--- config.mk ---
export PLATFORM = sky130hd
export DESIGN_NAME = score_digit_renderer
export DESIGN_NICKNAME = d
export VERILOG_FILES = /design/src/rtl/score_digit_renderer.sv
export SDC_FILE = /design/constraint.sdc
export NUM_CORES = 1
export LEC_CHECK = 0
export BUFFER_PORTS_ARGS = -buffer_cell sky130_fd_sc_hd__buf_2
export CORE_ASPECT_RATIO = 0.6
export CORE_MARGIN = 5
export CORE_UTILIZATION = 50
export DETAILED_ROUTE_END_ITERATION = 7
export PLACE_DENSITY = 0.72
export SLEW_MARGIN = 25
export SYNTH_ARGS = -nofsm -noshare
export SYNTH_HDL_FRONTEND = slang
export SYNTH_SLANG_ARGS = --single-unit
--- constraint.sdc ---
create_clock -name i_clk -period 1.9 [get_ports i_clk]
set_clock_uncertainty 0.1 [all_clocks]
set_input_delay 0.19 -clock i_clk [delete_from_list [all_inputs] [get_ports i_clk]]
set_output_delay 0.19 -clock i_clk [all_outputs]
set_load 0.1 [all_outputs]
--- src/rtl/score_digit_renderer.sv ---
// Score digit renderer: double-dabble binary-to-BCD converter plus a 2-stage
// per-pixel query pipeline that drives a Symbol glyph ROM. Optional: SCORE_LZ_BLANK_EN.
module score_digit_renderer #(
  parameter logic [9:0] X0 = 10'd64,
  parameter logic [8:0] Y0 = 9'd32
) (
  input  logic        i_clk,
  input  logic        i_rst_n,
  input  logic [15:0] i_value,
  input  logic        i_load,
  output logic        o_busy,
  input  logic [9:0]  i_px,
  input  logic [8:0]  i_py,
  input  logic        i_pvalid,
  output logic [4:0]  o_sym_x,
  output logic [5:0]  o_sym_y,
  output logic [3:0]  o_sym_type,
  input  logic        i_sym_dot,
  output logic        o_pixel,
  output logic        o_pvalid
);

  typedef enum logic [1:0] {
    ST_IDLE,
    ST_SHIFT,
    ST_DONE
  } state_t;

  state_t           state_q, state_nx;
  logic [15:0]      bin_q;
  logic [19:0]      bcd_q;
  logic [3:0]       iter_q;
  logic [4:0][3:0]  dig_q;

  logic [19:0]      bcd_adj;
  logic [35:0]      dd_shifted;

  // ---------------- conversion FSM ----------------
  always_comb begin
    state_nx = state_q;
    o_busy   = (state_q != ST_IDLE);
    case (state_q)
      ST_IDLE:  if (i_load) state_nx = ST_SHIFT;
      ST_SHIFT: if (iter_q == 4'd15) state_nx = ST_DONE;
      ST_DONE:  state_nx = ST_IDLE;
      default:  state_nx = ST_IDLE;
    endcase
  end

  always_comb begin
    bcd_adj = bcd_q;
    for (int unsigned k = 0; k < 5; k++) begin
      if (bcd_q[4*k +: 4] >= 4'd5)
        bcd_adj[4*k +: 4] = bcd_q[4*k +: 4] + 4'd3;
    end
    // top bit falls off; max 16-bit input fits in five digits so it is always 0
    dd_shifted = {bcd_adj, bin_q} << 1;
  end

  always_ff @(posedge i_clk) begin
    if (!i_rst_n) begin
      state_q <= ST_IDLE;
      bin_q   <= '0;
      bcd_q   <= '0;
      iter_q  <= '0;
      dig_q   <= '0;
    end else begin
      state_q <= state_nx;
      case (state_q)
        ST_IDLE: begin
          if (i_load) begin
            bin_q  <= i_value;
            bcd_q  <= '0;
            iter_q <= '0;
          end
        end
        ST_SHIFT: begin
          bcd_q  <= dd_shifted[35:16];
          bin_q  <= dd_shifted[15:0];
          iter_q <= iter_q + 4'd1;
        end
        ST_DONE: dig_q <= bcd_q;
        default: ;
      endcase
    end
  end

  // ---------------- query pipeline, stage 1 ----------------
  logic [9:0] rx;
  logic [8:0] ry;
  logic [4:0] slot;
  logic [4:0] gx;
  logic       in_field;
  logic       blank;
  logic [3:0] digit;

  always_comb begin
    rx       = i_px - X0;
    ry       = i_py - Y0;
    slot     = rx[9:5];
    gx       = rx[4:0];
    in_field = i_pvalid && (i_px >= X0) && (i_py >= Y0) &&
               (slot <= 5'd4) && (gx <= 5'd29) && (ry <= 9'd39);
    // slot 0 is the most significant digit, held in dig_q[4]
    case (slot[2:0])
      3'd0:    digit = dig_q[4];
      3'd1:    digit = dig_q[3];
      3'd2:    digit = dig_q[2];
      3'd3:    digit = dig_q[1];
      default: digit = dig_q[0];
    endcase
  end

`ifdef SCORE_LZ_BLANK_EN
  logic [3:0] lead_zero;
  always_comb begin
    lead_zero[0] = (dig_q[4] == 4'd0);
    lead_zero[1] = lead_zero[0] && (dig_q[3] == 4'd0);
    lead_zero[2] = lead_zero[1] && (dig_q[2] == 4'd0);
    lead_zero[3] = lead_zero[2] && (dig_q[1] == 4'd0);
    blank = 1'b0;
    if (in_field) begin
      case (slot[2:0])
        3'd0:    blank = lead_zero[0];
        3'd1:    blank = lead_zero[1];
        3'd2:    blank = lead_zero[2];
        3'd3:    blank = lead_zero[3];
        default: blank = 1'b0;
      endcase
    end
  end
`else
  always_comb blank = 1'b0;
`endif

  logic s1_valid, s1_in_field, s1_blank;

  always_ff @(posedge i_clk) begin
    if (!i_rst_n) begin
      o_sym_x     <= '0;
      o_sym_y     <= '0;
      o_sym_type  <= '0;
      s1_valid    <= 1'b0;
      s1_in_field <= 1'b0;
      s1_blank    <= 1'b0;
    end else begin
      s1_valid    <= i_pvalid;
      s1_in_field <= in_field;
      s1_blank    <= blank;
      if (in_field && !blank) begin
        o_sym_x    <= gx;
        o_sym_y    <= ry[5:0];
        o_sym_type <= digit;
      end else begin
        o_sym_x    <= '0;
        o_sym_y    <= '0;
        o_sym_type <= '0;
      end
    end
  end

  // ---------------- query pipeline, stage 2 ----------------
  always_ff @(posedge i_clk) begin
    if (!i_rst_n) begin
      o_pixel  <= 1'b0;
      o_pvalid <= 1'b0;
    end else begin
      o_pixel  <= i_sym_dot & s1_in_field & ~s1_blank;
      o_pvalid <= s1_valid;
    end
  end

endmodule

==> flow_summary.ini, run 1 <==
[timing]
hold_violations = 0
fin_tns_setup_ns = 0
tightestPinTransition_ns = 0.5579
setup_violations = 0
fmax_ghz = 0.5783
rsz0062_at_grt = no
slew_headroom_pct = 62.67
finalCriticalPeriod_ns = 1.729
slew_viol_final = 0
period_share_pct = 91.01
fin_ws_ns = 0.1708

[synth]
synth_seq_area_share_pct = 43.77
synth_nets = 492
mappedNetlistArea_um2 = 3705
yosysWarnings = 0
postSynthCellCount = 438
synth_edf_count = 0
ys_types = 46
synth_seq_cells = 81
async_reset_ff_share_pct = 0
ys.flop_type = dfxtp_1
avgSynthCellArea_um2 = 8.458

[global_routing]
grt_pass1_vias = 3122
grt_usage_pct = 19.61
grt_remaining_overflow = 0
grt_first_pass_wirelength_mm = 14.69
grt_max_degree = 33
antenna_found_initial = 0

[finish]
design_area_um2 = 4549
num_antenna_cells = 0
drive_gt1_share_pct = 21.61
final_nets = 558
utilization_pct = 62.86
final_cell_count_no_fill = 613
syn2layout_area_growth_pct = 22.80

[placed_design]
gp_congestion = 0.8239
hpwl_mm = 6.360
dpl_cell_area_um2 = 4110
post-place-ws_ns = -0.03277
numPortBuffers = 57
dp_cells = 589

[routing]
antenna_left = 0
drt_iter0_drc = 257
wire_per_inst_um = 14.38
num_vias = 3251
detail_route.vias_per_cell = 5.303
drc = 0
routed_wl_mm = 8.812
first_pass_iters = 7

[floorplan]
start_util_pct = 51.19
die_area_um2 = 9287
dieHeight_um = 76.68
core_um2 = 7237
die_w_um = 121.1
fp-row-count = 24
io_pins = 58

[clocking]
clk_pin_slew_ns = 0.06
tritoncts = built
cts_setup_buffers = 0
cts_max_level = 3
cts_made_buffers = 9
clock_tree.root_cell = clkbuf_16
clockBufferDepth = 2
insertion_delay_ns = 0.34
cts.sinks = 81

[worst_setup_path]
crit_start = bcd_q[5]
end_kind = flop
path_class = flop to flop
critPathLaunchType = flop
critPathMaxFanout = 4
arrival_ns = 1.89
regToRegStartpoint = bcd_q[5]
required_ns = 2.06

[power_and_ir_drop]
power.leakage_uw = 0.001915
p_per_area_nw_per_um2 = 912.4
vdd_drop_max_v = 0.0006035

[outcome]
status = finished clean

[hold_path]
worstHoldPathType = primary input to flop
min_from = i_value[3]

[run]
drv_cap = 0
-- final timing paths --
path	depth (start not counted)	endpoint	slack, ns
worst max register to register	6	bcd_q[6]	0.17
worst max-delay path	6	bcd_q[6]	0.17
worst min register to register	1	o_pvalid	0.34
worst min-delay path	3	bin_q[3]	0.007
-- critical path, stage by stage, from the launching register on --
cell and delay [ns]:
dfxtp_1 0.39, inv_1 0.09, ha_1 0.17, nand2b_1 0.13
a21oi_1 0.26, mux2_2 0.37, o21ai_0 0.14
-- power by group --
group	total [uW]	switching (uW)	internal, uW	leakage [uW]
registers	1780	38.5	1750	0.000657
logic	390	234	156	0.00109
clock network	1980	660	1320	0.000166
total	4150	932	3220	0.00191
-- logic make-up after synthesis --
kind of cell,count (synthesis),synth area share [%]
AO/OA/AOI/OAI,101,17.09
multiplexers,14,3.951
buffers and inverters,47,5.639
AND/OR/NAND/NOR,169,21.99
adder cells (fa/ha/maj),14,4.728
flip-flops,81,43.77
XOR/XNOR,12,2.837
-- cells in the mapped netlist (all sizes together) (5+ instances only) --
cell | n | area [um2]
dfxtp | 81 | 1622
nand2 | 57 | 214.0
nor2 | 53 | 198.9
a21oi | 48 | 240.2
o21ai | 22 | 110.1
inv | 20 | 75.07
and3 | 17 | 113.9
clkbuf | 14 | 53.80
ha | 14 | 175.2
o221ai | 14 | 122.6
buf | 12 | 76.31
nand2b | 11 | 68.82
mux2i | 9 | 90.09
nand3 | 8 | 40.04
nor3 | 8 | 56.31
xnor2 | 7 | 61.31
mux2 | 5 | 56.30
xor2 | 5 | 43.79
-- layer usage --
metal | track usage (%) | routed length [um] | vias to the layer above
li1 | - | - | 1636
met1 | 27.53 | 4419 | 1535
met2 | 29.03 | 3843 | 73
met3 | 5.147 | 481 | 7
met4 | 6.900 | 68 | 0
met5 | 0 | 0 | -
-- timing repair --
action,4_1_cts,5_1_grt
endpoints found under the hold margin,8,0
hold buffers,8,0
gates resized for setup,0,3
setup endpoints to repair,0,10
-- state kept, by name, summed over array words and instances, names as in the netlist --
name / count
o_sym_type: 4
bin_q: 16
o_sym_y: 6
o_pixel: 1
dig_q: 20
iter_q: 4
o_pvalid: 1
state_q: 2
bcd_q: 20
o_sym_x: 5
s1_in_field: 1
s1_valid: 1
-- cells in the final DEF (no fill, tap or decap), drive strengths merged, types with 8 or more instances in the layout --
| cell type | instances |
|---|---|
| nor3 | 8 |
| o221ai | 14 |
| nand2 | 57 |
| o21ai | 22 |
| nand2b | 11 |
| a21oi | 48 |
| dlygate4sd3 | 8 |
| clkbuf | 11 |
| mux2i | 9 |
| and3 | 17 |
| dfxtp | 81 |
| buf | 73 |
| nor2 | 53 |
| ha | 14 |
| nand3 | 8 |
| inv | 20 |
-- cell type report --
| class | instances | area, um2 |
|---|---|---|
| Clock inverter | 5 | 102.6 |
| Clock buffer | 11 | 242.7 |
| Inverter | 21 | 78.83 |
| Tap cell | 104 | 130.1 |
| Timing Repair Buffer | 81 | 485.5 |
| Multi-Input combinational cell | 310 | 1888 |
| Sequential cell | 81 | 1622 |
| Fill cell | 669 | 2688 |
-- per-stage QoR --
stage,hold WS (ns),total power [uW]
2_1_floorplan,0.1986,2061
3_3_place_gp,0.2963,2179
3_5_place_dp,0.3123,2190
4_1_cts,0.001948,4170
5_1_grt,0.008045,4293
6_report,0.007446,4151
No activity file was read; power rests on OpenSTA's default activity.
==> inputs of run 2 (changes only) <==
--- a/config.mk
+++ b/config.mk
@@ -8,9 +8,8 @@
 export BUFFER_PORTS_ARGS = -buffer_cell sky130_fd_sc_hd__buf_2
 export CORE_ASPECT_RATIO = 0.6
 export CORE_MARGIN = 5
-export CORE_UTILIZATION = 50
+export CORE_UTILIZATION = 35
 export DETAILED_ROUTE_END_ITERATION = 7
-export PLACE_DENSITY = 0.72
 export SLEW_MARGIN = 25
 export SYNTH_ARGS = -nofsm -noshare
 export SYNTH_HDL_FRONTEND = slang
==> run 2 against run 1 <==
Net effect: clock power increased by 3%; utilization decreased by 19 points; via count is 1.3% lower; power rose by 1.5%; fmax decreased by 0.77%; final cell count rose by 5.2%; register-to-register slack barely moved; largest cell class unchanged; largest power group unchanged; highest routed layer unchanged.
==> flow_summary.ini, run 2 (synthesis results as in run 1) <==
[finish]
multi_input_area_um2 = 1881
num_antenna_cells = 0
final_nets = 555
drive_gt1_share_pct = 20.75
final_cell_mix = 81 x dfxtp_1, 57 x nand2_1, 56 x buf_2, 53 x nor2_1, 48 x a21oi_1
regArea_um2 = 1622
layout_commonest_cell = dfxtp_1
nFillCells = 1035
syn2layout_area_growth_pct = 23.84
reg_top3 = bcd_q: 20 flops, dig_q: 20 flops, bin_q: 16 flops

[routing]
drt_iter0_drc = 178
wl_met1_mm = 4.642
num_vias = 3208
drc = 0
routed_wl_mm = 8.901
wire_per_inst_um = 13.80
routed-wl-met3_um = 357
antenna_left = 0
first_pass_iters = 4
dr.max_layer_used = met4
wl_met2_mm = 3.817
detail_route.vias_per_cell = 4.974

[clocking]
clock_tree.root_cell = clkbuf_16
clockBufferDepth = 2
clk_pin_slew_ns = 0.06
cts_made_buffers = 9
insertion_delay_ns = 0.33
tritoncts = built
cts.sinks = 81
cts_max_level = 3

[worst_setup_path]
critPathLaunchType = flop
path_class = flop to output port
slowest_delay_ns = 0.51
arrival_ns = 1.45
slowest_stage = dfxtp_1
path_cells = buf_4 > nor2_1 > inv_1 > buf_12
required_ns = 1.61
end_kind = output port
critPathMaxFanout = 12

[timing]
slew_viol_final = 0
hold_violations = 0
tightestPinTransition_ns = 0.7734
setup_violations = 0
fin_tns_setup_ns = 0
period_share_pct = 91.71
finalCriticalPeriod_ns = 1.743
rsz0062_at_grt = no
fmax_ghz = 0.5739
slew_headroom_pct = 48.44

[floorplan]
fp-row-count = 29
die_area_um2 = 12810
dieHeight_um = 89.70
die_w_um = 142.8
io_pins = 58
core_um2 = 10450
start_util_pct = 35.45

[run]
drv_cap = 0

[placed_design]
gp_congestion = 0.8054
numPortBuffers = 57
hpwl_mm = 6.448

[global_routing]
antenna_found_initial = 0
grt_remaining_overflow = 0
grt_usage_pct = 14.25
grt_pass1_vias = 2967
grt_first_pass_wirelength_mm = 14.49
grt_max_degree = 35

[power_and_ir_drop]
p_per_area_nw_per_um2 = 918.1
vdd_drop_max_v = 0.0005791
power.leakage_uw = 0.001911
p_total_uw = 4212

[outcome]
status = finished clean

[hold_path]
worstHoldPathType = primary input to flop
[run 2: final timing paths]
kind                    from         to  slack [ns]  cells after the start
hold / removal      i_pvalid   s1_valid        0.01                      2
hold reg to reg     s1_valid   o_pvalid        0.33                      1
setup reg to reg    bcd_q[9]  bcd_q[10]        0.17                      6
setup / recovery  state_q[0]     o_busy        0.16                      4
[run 2: layout make-up]
type	count	area share, %
multi-input combinational	310	40.99
sequential	81	35.34
timing repair buffer	78	10.42
clock buffer	12	5.590
tap	139	3.791
clock inverter	4	2.154
inverter	21	1.718
[run 2: metal layers]
layer / up-vias / track usage (%)
met4: 0 / 4.055
met2: 50 / 21.25
met5: - / 0
met1: 1515 / 20.47
met3: 5 / 3.651
li1: 1638 / -
[run 2: power by group]
part / switching [uW] / leakage, uW / internal [uW] / total [uW]
logic: 234 / 0.00108 / 164 / 398
clock network: 673 / 0.000173 / 1360 / 2030
registers: 37.9 / 0.000657 / 1750 / 1780
[run 2: critical path, delay by kind of cell, from the launching register on]
kind          cells  cell delay, ns
flops             1            0.51
buf+inv           3            0.54
simple gates      1            0.08
[run 2: stage by stage]
step                setup WS [ns]  utilization (%)  area [um2]  std cells  hold WS (ns)
floorplan                  0.3479                -        3705        438        0.1986
global placement          0.04270            39.68        4146        621        0.3118
detailed placement        -0.1105            39.68        4146        621        0.3046
CTS                       0.07867            43.85        4582        645      0.008160
global route              0.03155            43.91        4588        645      0.007379
finish                     0.1574            43.91        4588        645       0.01457
[run 2: timing repair]
| action | CTS | global route |
|---|---|---|
| endpoints found under the hold margin | 8 | 0 |
| endpoints found under the setup margin | 0 | 12 |
| gates resized for setup | 0 | 1 |
| hold buffers | 8 | 0 |
| setup buffers | 0 | 0 |
